File: config.mk
export PLATFORM = sky130hd
export DESIGN_NAME = alu_result_stage
export DESIGN_NICKNAME = d
export VERILOG_FILES = /design/src/rtl/alu_result_stage.sv
export SDC_FILE = /design/constraint.sdc
export NUM_CORES = 1
export LEC_CHECK = 0
export CAP_MARGIN = 5
export CORE_MARGIN = 2
export CORE_UTILIZATION = 56
export DETAILED_ROUTE_END_ITERATION = 8
export GPL_TIMING_DRIVEN = 0
export MAX_ROUTING_LAYER = met4
export PLACE_DENSITY = 0.84
export REMOVE_ABC_BUFFERS = 1
export SYNTH_ARGS = -nofsm -noshare
export SYNTH_HDL_FRONTEND = slang
export SYNTH_SLANG_ARGS = --single-unit
File: constraint.sdc
create_clock -name clk -period 3 [get_ports clk]
set_input_delay 0.75 -clock clk [delete_from_list [all_inputs] [get_ports clk]]
set_output_delay 0.75 -clock clk [all_outputs]
set_load 0.02 [all_outputs]
File: src/rtl/alu_result_stage.sv
// Result stage behind the ALU function units: a 2-entry FIFO of {result, flags, dest, setflags}
// handed to writeback over valid/ready, committing Z/N/C/V into the architectural flag register on pop.
module alu_result_stage #(
    parameter int WIDTH  = 16,
    parameter int DEST_W = 3
) (
    input  logic              clk,
    input  logic              rst_n,
    input  logic              in_valid,
    output logic              in_ready,
    input  logic [WIDTH-1:0]  in_result,
    input  logic              in_z,
    input  logic              in_n,
    input  logic              in_c,
    input  logic              in_v,
    input  logic [DEST_W-1:0] in_dest,
    input  logic              in_setflags,
    output logic              out_valid,
    input  logic              out_ready,
    output logic [WIDTH-1:0]  out_result,
    output logic [DEST_W-1:0] out_dest,
    input  logic              flags_wr_en,
    input  logic [3:0]        flags_wr_data,
    output logic [3:0]        flags,
    output logic [1:0]        occupancy
);

    typedef struct packed {
        logic [WIDTH-1:0]  result;
        logic [3:0]        zncv;
        logic [DEST_W-1:0] dest;
        logic              setflags;
    } entry_t;

    entry_t            slot_q [2];
    entry_t            slot_d [2];
    logic              wr_ptr_q, wr_ptr_d;
    logic              rd_ptr_q, rd_ptr_d;
    logic [1:0]        occ_q, occ_d;
    logic              in_ready_q, in_ready_d;
    logic              out_valid_q, out_valid_d;
    logic [WIDTH-1:0]  out_result_q, out_result_d;
    logic [DEST_W-1:0] out_dest_q, out_dest_d;
    logic [3:0]        flags_q, flags_d;

    logic              push_s;
    logic              pop_s;
    entry_t            in_entry_s;
    entry_t            head_s;
    entry_t            next_head_s;

    // Next-state logic: FIFO bookkeeping, head presentation and flag commit.
    always_comb begin
        push_s      = in_valid & in_ready_q;
        pop_s       = out_valid_q & out_ready;
        in_entry_s  = '{result: in_result, zncv: {in_z, in_n, in_c, in_v},
                        dest: in_dest, setflags: in_setflags};
        head_s      = slot_q[rd_ptr_q];
        slot_d      = slot_q;
        wr_ptr_d    = wr_ptr_q;
        rd_ptr_d    = rd_ptr_q;
        occ_d       = occ_q;
        flags_d     = flags_q;

        if (push_s) begin
            slot_d[wr_ptr_q] = in_entry_s;
            wr_ptr_d         = wr_ptr_q ^ 1'b1;
        end else begin
            wr_ptr_d = wr_ptr_q;
        end

        if (pop_s) begin
            rd_ptr_d = rd_ptr_q ^ 1'b1;
        end else begin
            rd_ptr_d = rd_ptr_q;
        end

        case ({push_s, pop_s})
            2'b10:   occ_d = occ_q + 2'd1;
            2'b01:   occ_d = occ_q - 2'd1;
            default: occ_d = occ_q;
        endcase

        // slot_d already holds a same-cycle push, so a fresh entry landing in an emptied stage shows up here.
        next_head_s = slot_d[rd_ptr_d];
        if (occ_d != 2'd0) begin
            out_result_d = next_head_s.result;
            out_dest_d   = next_head_s.dest;
        end else begin
            out_result_d = out_result_q;
            out_dest_d   = out_dest_q;
        end

        if (flags_wr_en) begin
            flags_d = flags_wr_data;
        end else if (pop_s && head_s.setflags) begin
            flags_d = head_s.zncv;
        end else begin
            flags_d = flags_q;
        end

        in_ready_d  = (occ_d != 2'd2);
        out_valid_d = (occ_d != 2'd0);
    end

    // State registers; reset discards any in-flight entries.
    always_ff @(posedge clk or negedge rst_n) begin
        if (!rst_n) begin
            slot_q[0]    <= '0;
            slot_q[1]    <= '0;
            wr_ptr_q     <= 1'b0;
            rd_ptr_q     <= 1'b0;
            occ_q        <= 2'd0;
            in_ready_q   <= 1'b1;
            out_valid_q  <= 1'b0;
            out_result_q <= '0;
            out_dest_q   <= '0;
            flags_q      <= 4'b0000;
        end else begin
            slot_q[0]    <= slot_d[0];
            slot_q[1]    <= slot_d[1];
            wr_ptr_q     <= wr_ptr_d;
            rd_ptr_q     <= rd_ptr_d;
            occ_q        <= occ_d;
            in_ready_q   <= in_ready_d;
            out_valid_q  <= out_valid_d;
            out_result_q <= out_result_d;
            out_dest_q   <= out_dest_d;
            flags_q      <= flags_d;
        end
    end

    assign in_ready   = in_ready_q;
    assign out_valid  = out_valid_q;
    assign out_result = out_result_q;
    assign out_dest   = out_dest_q;
    assign flags      = flags_q;
    assign occupancy  = occ_q;

endmodule

==> results of run 1 <==
==> per-stage QoR <==
step           TNS [ns]  area (um2)  utilization  power (mW)  hold slack [ns]
6_report              0        4255       0.7273       5.089           0.2747
3_5_place_dp     -2.299        4030       0.6888       4.252           0.4768
3_3_place_gp    -135.05        3966       0.6779       4.147           0.4748
4_1_cts               0        4255       0.7273       5.146           0.2642
2_1_floorplan    -1.407        3282            -       3.456           0.4544
5_1_grt               0        4255       0.7273       5.398           0.2769
==> per-layer routing <==
| metal | global-route usage | vias up | part of all wire |
|---|---|---|---|
| li1 | - | 895 | - |
| met1 | 0.2613 | 932 | 0.45 |
| met2 | 0.3189 | 48 | 0.47 |
| met3 | 0.04176 | 11 | 0.053 |
| met4 | 0.1000 | 0 | 0.020 |
| met5 | - | - | 0 |
==> how the worst min path moves through the flow <==
stage                            endpoint  cells after the start                 start
2_1_floorplan  asynchronous set/reset pin                      0                 rst_n
3_3_place_gp         slot_q[17]$_DFF_PN0_                      1  slot_q[17]$_DFF_PN0_
3_5_place_dp         slot_q[16]$_DFF_PN0_                      1  slot_q[16]$_DFF_PN0_
4_1_cts              wr_ptr_q$_DFFE_PN0N_                      1                 rst_n
5_1_grt              wr_ptr_q$_DFFE_PN0N_                      1                 rst_n
6_report             wr_ptr_q$_DFFE_PN0N_                      1                 rst_n
==> logic make-up after synthesis <==
| family | after synthesis |
|---|---|
| adders and majority gates | 1 |
| buffers and inverters | 32 |
| xor gates and xnor gates | 5 |
| DFF | 77 |
| AOI/OAI and AO/OA | 6 |
| and+or+nand+nor | 14 |
| muxes | 95 |
==> cell usage in the layout, fill, tap and decap left out, drive strengths merged <==
master and instances:
dfrtp 76, xnor2 2, ha 1, nand3 1, inv 22, mux2i 42, clkbuf 12, a22oi 1
bufinv 2, clkinv 2, buf 3, nand3b 1, nor2 3, o21ai 4, a21oi 1, dfstp 1
xor2 3, nand2 9, clkdlybuf4s50 58, mux2 53
==> critical path: stages <==
cell and delay [ns]:
clkdlybuf4s50_1 0.56, nand2_1 0.11, ha_1 0.25, xnor2_1 0.21, nor2_1 0.08, a22oi_2 0.69
buf_8 0.26, mux2i_1 0.23
==> synthesized netlist by cell type, drive strengths merged <==
cell type / number
dfrtp: 76
mux2: 53
mux2i: 42
inv: 22
buf: 9
nand2: 9
o21ai: 4
nor2: 3
xor2: 3
xnor2: 2
a21oi: 1
a22oi: 1
clkbuf: 1
dfstp: 1
ha: 1
nand3: 1
nand3b: 1
==> where the power goes <==
part,switching (mW),internal (mW)
clock network,0.352,0.511
logic,1.10,1.29
registers,0.253,1.59
==> final cells by class <==
| class | instances | share of cell area |
|---|---|---|
| flip-flops and latches | 77 | 0.4531 |
| multi-input cells | 121 | 0.3043 |
| repair buffers | 61 | 0.1482 |
| clock buffers | 12 | 0.03646 |
| well taps | 75 | 0.02205 |
| inverters | 22 | 0.01941 |
| clock inverters | 4 | 0.01647 |
==> metrics.md, run 1 <==
| Metric | Value |
|---|---|
| GPL Wtd Cong | 0.6781 |
| Clk_skew | 0.006444 ns |
| Kind of critical path | input port to register |
| Antenna Nets Post-Route | 0 |
| Total global routing overflow | 0 |
| Max VDD drop | 0.8968 mV |
| CTS Buffer Depth | 2 |
| Filler instances | 392 |
| Die Ht | 81.47 um |
| FF-to-FF path depth | 7 |
| Post-synth design cell area | 0.003361 mm2 |
| Multiplexer area fraction after synthesis | 0.3284 |
| RSZ-0062 raised after global routing | false |
| Gates resized, CTS repair | 0 |
| DR DRC count | 0 |
| Final worst setup slack | 0.1130 ns |
| Non-Filler Instances | 372 |
| Clk root buf | clkbuf_8 |
| # hold bufs at CTS | 0 |
| Slew Limit Fails | 0 |
| First-pass GRT wire length | 9.597 mm |
| Core ar. | 0.005851 mm2 |
| Die X | 81.47 um |
| Total number of vias | 1886 |
| YS warnings | 0 |
| RR Startpoint | in_ready$_DFF_PN1_ |
| Crit path from | in_valid |
| Initial Utilization | 0.5744 |
| Post-synthesis xor/xnor area fraction | 0.01303 |
| Pwr dens | 1196 mW/mm2 |
| Largest net degree at the start of global routing | 61 |
| Leak Pwr | 2.092 nW |
| Final Setup Violations | 0 |
| CTS tree | built |
| Yosys reg bits | 77 |
| Dpl ws | -0.2855 ns |
| HP Class | input port to asynchronous set/reset pin |
| Achievable Freq | 0.3464 GHz |
| Final HPWL DP | 3.912 mm |
| Worst EP required | 3.26 ns |
| Reg2reg setup slack | 0.52 ns |
| Top Ports | 60 |
| Num CTS Buffers | 9 |
| Compound-Gate Fraction of Synth Area | 0.01080 |
| Leading area contributor after synthesis | dfrtp_1 |
| Synth Area in Adders | 0.003723 |
| Post-synth top area share | 0.5659 |
| Simple-Gate Fraction of Synth Area | 0.02234 |
| Clk_lat worst skew | 0.34 ns |
| R2r endpoint | out_result[4]$_DFFE_PN0P_ |
| Rel. slew slack | 0.3511 |
| Site Rows | 28 |
| Avg Cell Area, Syn | 14.61 um2 |
| Area grow syn2layout | 26.62% |
| First-pass DRT Iterations | 4 |
| IO Port Bufs | 59 |
| Post-CTS setup buffers | 0 |
| Element type at the critical path end | register |
| CTS clk-pin slew, worst paths | 0.08 ns |
| Vias in the first global route | 2049 |
| Routed wire per std cell | 16.16 um |
| Post-synthesis instance total | 230 |
| Sequential share of the synthesized area | 0.5737 |
| Final hold viol count | 0 |
| Global Route Usage Sum | 0.2058 |
| Measured slew at the worst slew-check pin | 0.9719 ns |
| # H-tree levels | 3 |
| Status | completed |
| Placed cell count | 356 |
| Largest family of logic cells by synthesized area | multiplexers |
| Initial antenna violation count | 0 |
| Cell variety after synth | 20 |
| Nets | 326 |
| Clock net sink count | 77 |
| CP startpoint kind | input port |
| Area contributors post-synth | dfrtp_1 (57%), mux2i_1 (13%), mux2_4 (10%), mux2_2 (10%), inv_1 (2.5%) |
| Max cap viols | 0 |
| Die ar. | 0.006637 mm2 |
| Register area | 0.001928 mm2 |
| Minimum clock period | 2.887 ns |
| Via density | 5.070 |
| Final cycle utilization of the critical path | 0.9623 |
| 1st-iter DRT viols | 118 |
| Critical Path AT | 3.14 ns |
| Area of the multi-input gates | 0.001295 mm2 |
| Crit path capture | out_result[4]$_DFFE_PN0P_ |
| Max FO, Critical Path | 11 |
| Antenna fix cells | 0 |
| Layout cells sized above 1 | 0.2593 |
| Routed wire length | 6.013 mm |
(Power assumes the default switching activity.)
==> run 2, diff against run 1 <==
--- a/config.mk
+++ b/config.mk
@@ -7,11 +7,12 @@
 export LEC_CHECK = 0
 export CAP_MARGIN = 5
 export CORE_MARGIN = 2
-export CORE_UTILIZATION = 56
+export CORE_UTILIZATION = 45
 export DETAILED_ROUTE_END_ITERATION = 8
+export GPL_ROUTABILITY_DRIVEN = 0
 export GPL_TIMING_DRIVEN = 0
 export MAX_ROUTING_LAYER = met4
-export PLACE_DENSITY = 0.84
+export PLACE_DENSITY = 0.7
 export REMOVE_ABC_BUFFERS = 1
 export SYNTH_ARGS = -nofsm -noshare
 export SYNTH_HDL_FRONTEND = slang
==> metrics.md, run 2 (synthesized netlist as in run 1, its figures left out) <==
| Metric | Value |
|---|---|
| Initial Utilization | 0.4633 |
| Num CTS Buffers | 9 |
| Global Route Usage Sum | 0.1586 |
| Slew Limit Fails | 0 |
| Site Rows | 31 |
| Cell mode on critical path | mux2i_1 |
| Die X | 90.42 um |
| Most frequent cells in the layout | dfrtp_1 (76), clkdlybuf4s50_1 (58), mux2i_1 (42), mux2_2 (30), mux2_4 (23) |
| Area grow syn2layout | 27.96% |
| Final HPWL DP | 3.835 mm |
| Commonest non-fill, non-tap cell in the layout | dfrtp_1 |
| Max VDD drop | 0.5410 mV |
| CP startpoint kind | input port |
| Antenna Nets Post-Route | 0 |
| Minimum clock period | 2.626 ns |
| IO Port Bufs | 59 |
| Clk_lat worst skew | 0.34 ns |
| Final cycle utilization of the critical path | 0.8753 |
| RR Startpoint | in_ready$_DFF_PN1_ |
| Rel. slew slack | 0.3877 |
| # hold bufs at CTS | 0 |
| CTS tree | built |
| Achievable Freq | 0.3808 GHz |
| Via density | 4.746 |
| Pwr dens | 1183 mW/mm2 |
| Total global routing overflow | 0 |
| Met1 GRT Util | 0.2188 |
| CTS clk-pin slew, worst paths | 0.08 ns |
| Largest net degree at the start of global routing | 70 |
| HP Class | input port to asynchronous set/reset pin |
| Crit path from | in_valid |
| Clk_skew | 0.007328 ns |
| Max incr delay on CP | 0.69 ns |
| Total number of vias | 1884 |
| Antenna fix cells | 0 |
| Finished Core Util | 0.5929 |
| Worst path bufs/invs | 1 |
| First-pass GRT wire length | 10.01 mm |
| Cell Area, Placed | 0.004075 mm2 |
| DR DRC count | 0 |
| Max cap viols | 0 |
| Gates resized, CTS repair | 0 |
| Routed wire per std cell | 15.02 um |
| Element type at the critical path end | register |
| Status | completed |
| Top delay family on crit path | multiplexers |
| Layout cells sized above 1 | 0.2617 |
| Top Ports | 60 |
| Design Area, Final | 0.004300 mm2 |
| Filler instances | 593 |
| First-pass DRT Iterations | 2 |
| 1st-iter DRT viols | 76 |
| Worst path slowest cell | nand3_2 |
| Nets | 327 |
| Vias in the first global route | 1994 |
| Final Setup Violations | 0 |
| Met3 Usage GRT | 0.03673 |
| Clock net sink count | 77 |
| Critical Path AT | 2.85 ns |
| Core ar. | 0.007253 mm2 |
| Initial antenna violation count | 0 |
| Measured slew at the worst slew-check pin | 0.9170 ns |
| Post-CTS setup buffers | 0 |
| Die ar. | 0.008176 mm2 |
| Worst path cell trace | clkdlybuf4s50_1 -> nand3_2 -> mux2_4 -> mux2i_1 -> mux2i_1 |
| Kind of critical path | input port to register |
| Max FO, Critical Path | 24 |
| Routed wire length | 5.963 mm |
| CTS Buffer Depth | 2 |
| Die Ht | 90.42 um |
| Worst EP required | 3.22 ns |
| GR peak layer | met2 |
| Clk root buf | clkbuf_8 |
| # H-tree levels | 3 |
| Power Total | 5.086 mW |
| RSZ-0062 raised after global routing | false |
| Met2 global-route usage | 0.2293 |
| Final hold viol count | 0 |
| Leak Pwr | 2.099 nW |
## run 2: path summary, 6_finish.rpt
path | depth (start not counted) | slack [ns] | end
setup / recovery | 5 | 0.37 | out_result[10]$_DFFE_PN0P_
hold / removal | 1 | 0.23 | out_result[7]$_DFFE_PN0P_
hold reg to reg | 1 | 0.50 | slot_q[10]$_DFF_PN0_
max in group asynchronous | 2 | 2.21 | out_dest[1]$_DFFE_PN0P_
min in group clk | 1 | 0.50 | slot_q[10]$_DFF_PN0_
setup reg to reg | 4 | 0.79 | out_result[10]$_DFFE_PN0P_
## run 2: metal layers
layer  routed length (um)  vias up
li1                     -      897
met1                 2972      930
met2                 2629       49
met3                  272        8
met4                   87        0
met5                    0        -
## run 2: per-stage QoR
step                      setup slack, ns  hold slack, ns  setup TNS, ns  instances
after floorplan                  -0.07407          0.4544         -1.407        220
after global routing               0.2282          0.2178              0        397
after detailed placement         -0.02637          0.4790       -0.05096        381
final                              0.3741          0.2309              0        397
after global placement             -1.470          0.4749        -140.98        378
after CTS                          0.3326          0.2194              0        397
## run 2: cell type report
cell class,instances,area [um2],share of cell area
repair buffers,62,645.6,0.1501
multi-input cells,121,1295,0.3011
flip-flops and latches,77,1928,0.4484
clock buffers,12,155.1,0.03608
well taps,99,123.9,0.02880
inverters,22,82.58,0.01920
clock inverters,4,70.07,0.01629
## run 2: power by group
| part | switching [mW] | internal [mW] | total (mW) |
|---|---|---|---|
| Combinational | 1.06 | 1.31 | 2.37 |
| Clock | 0.362 | 0.512 | 0.874 |
| Sequential | 0.254 | 1.59 | 1.84 |
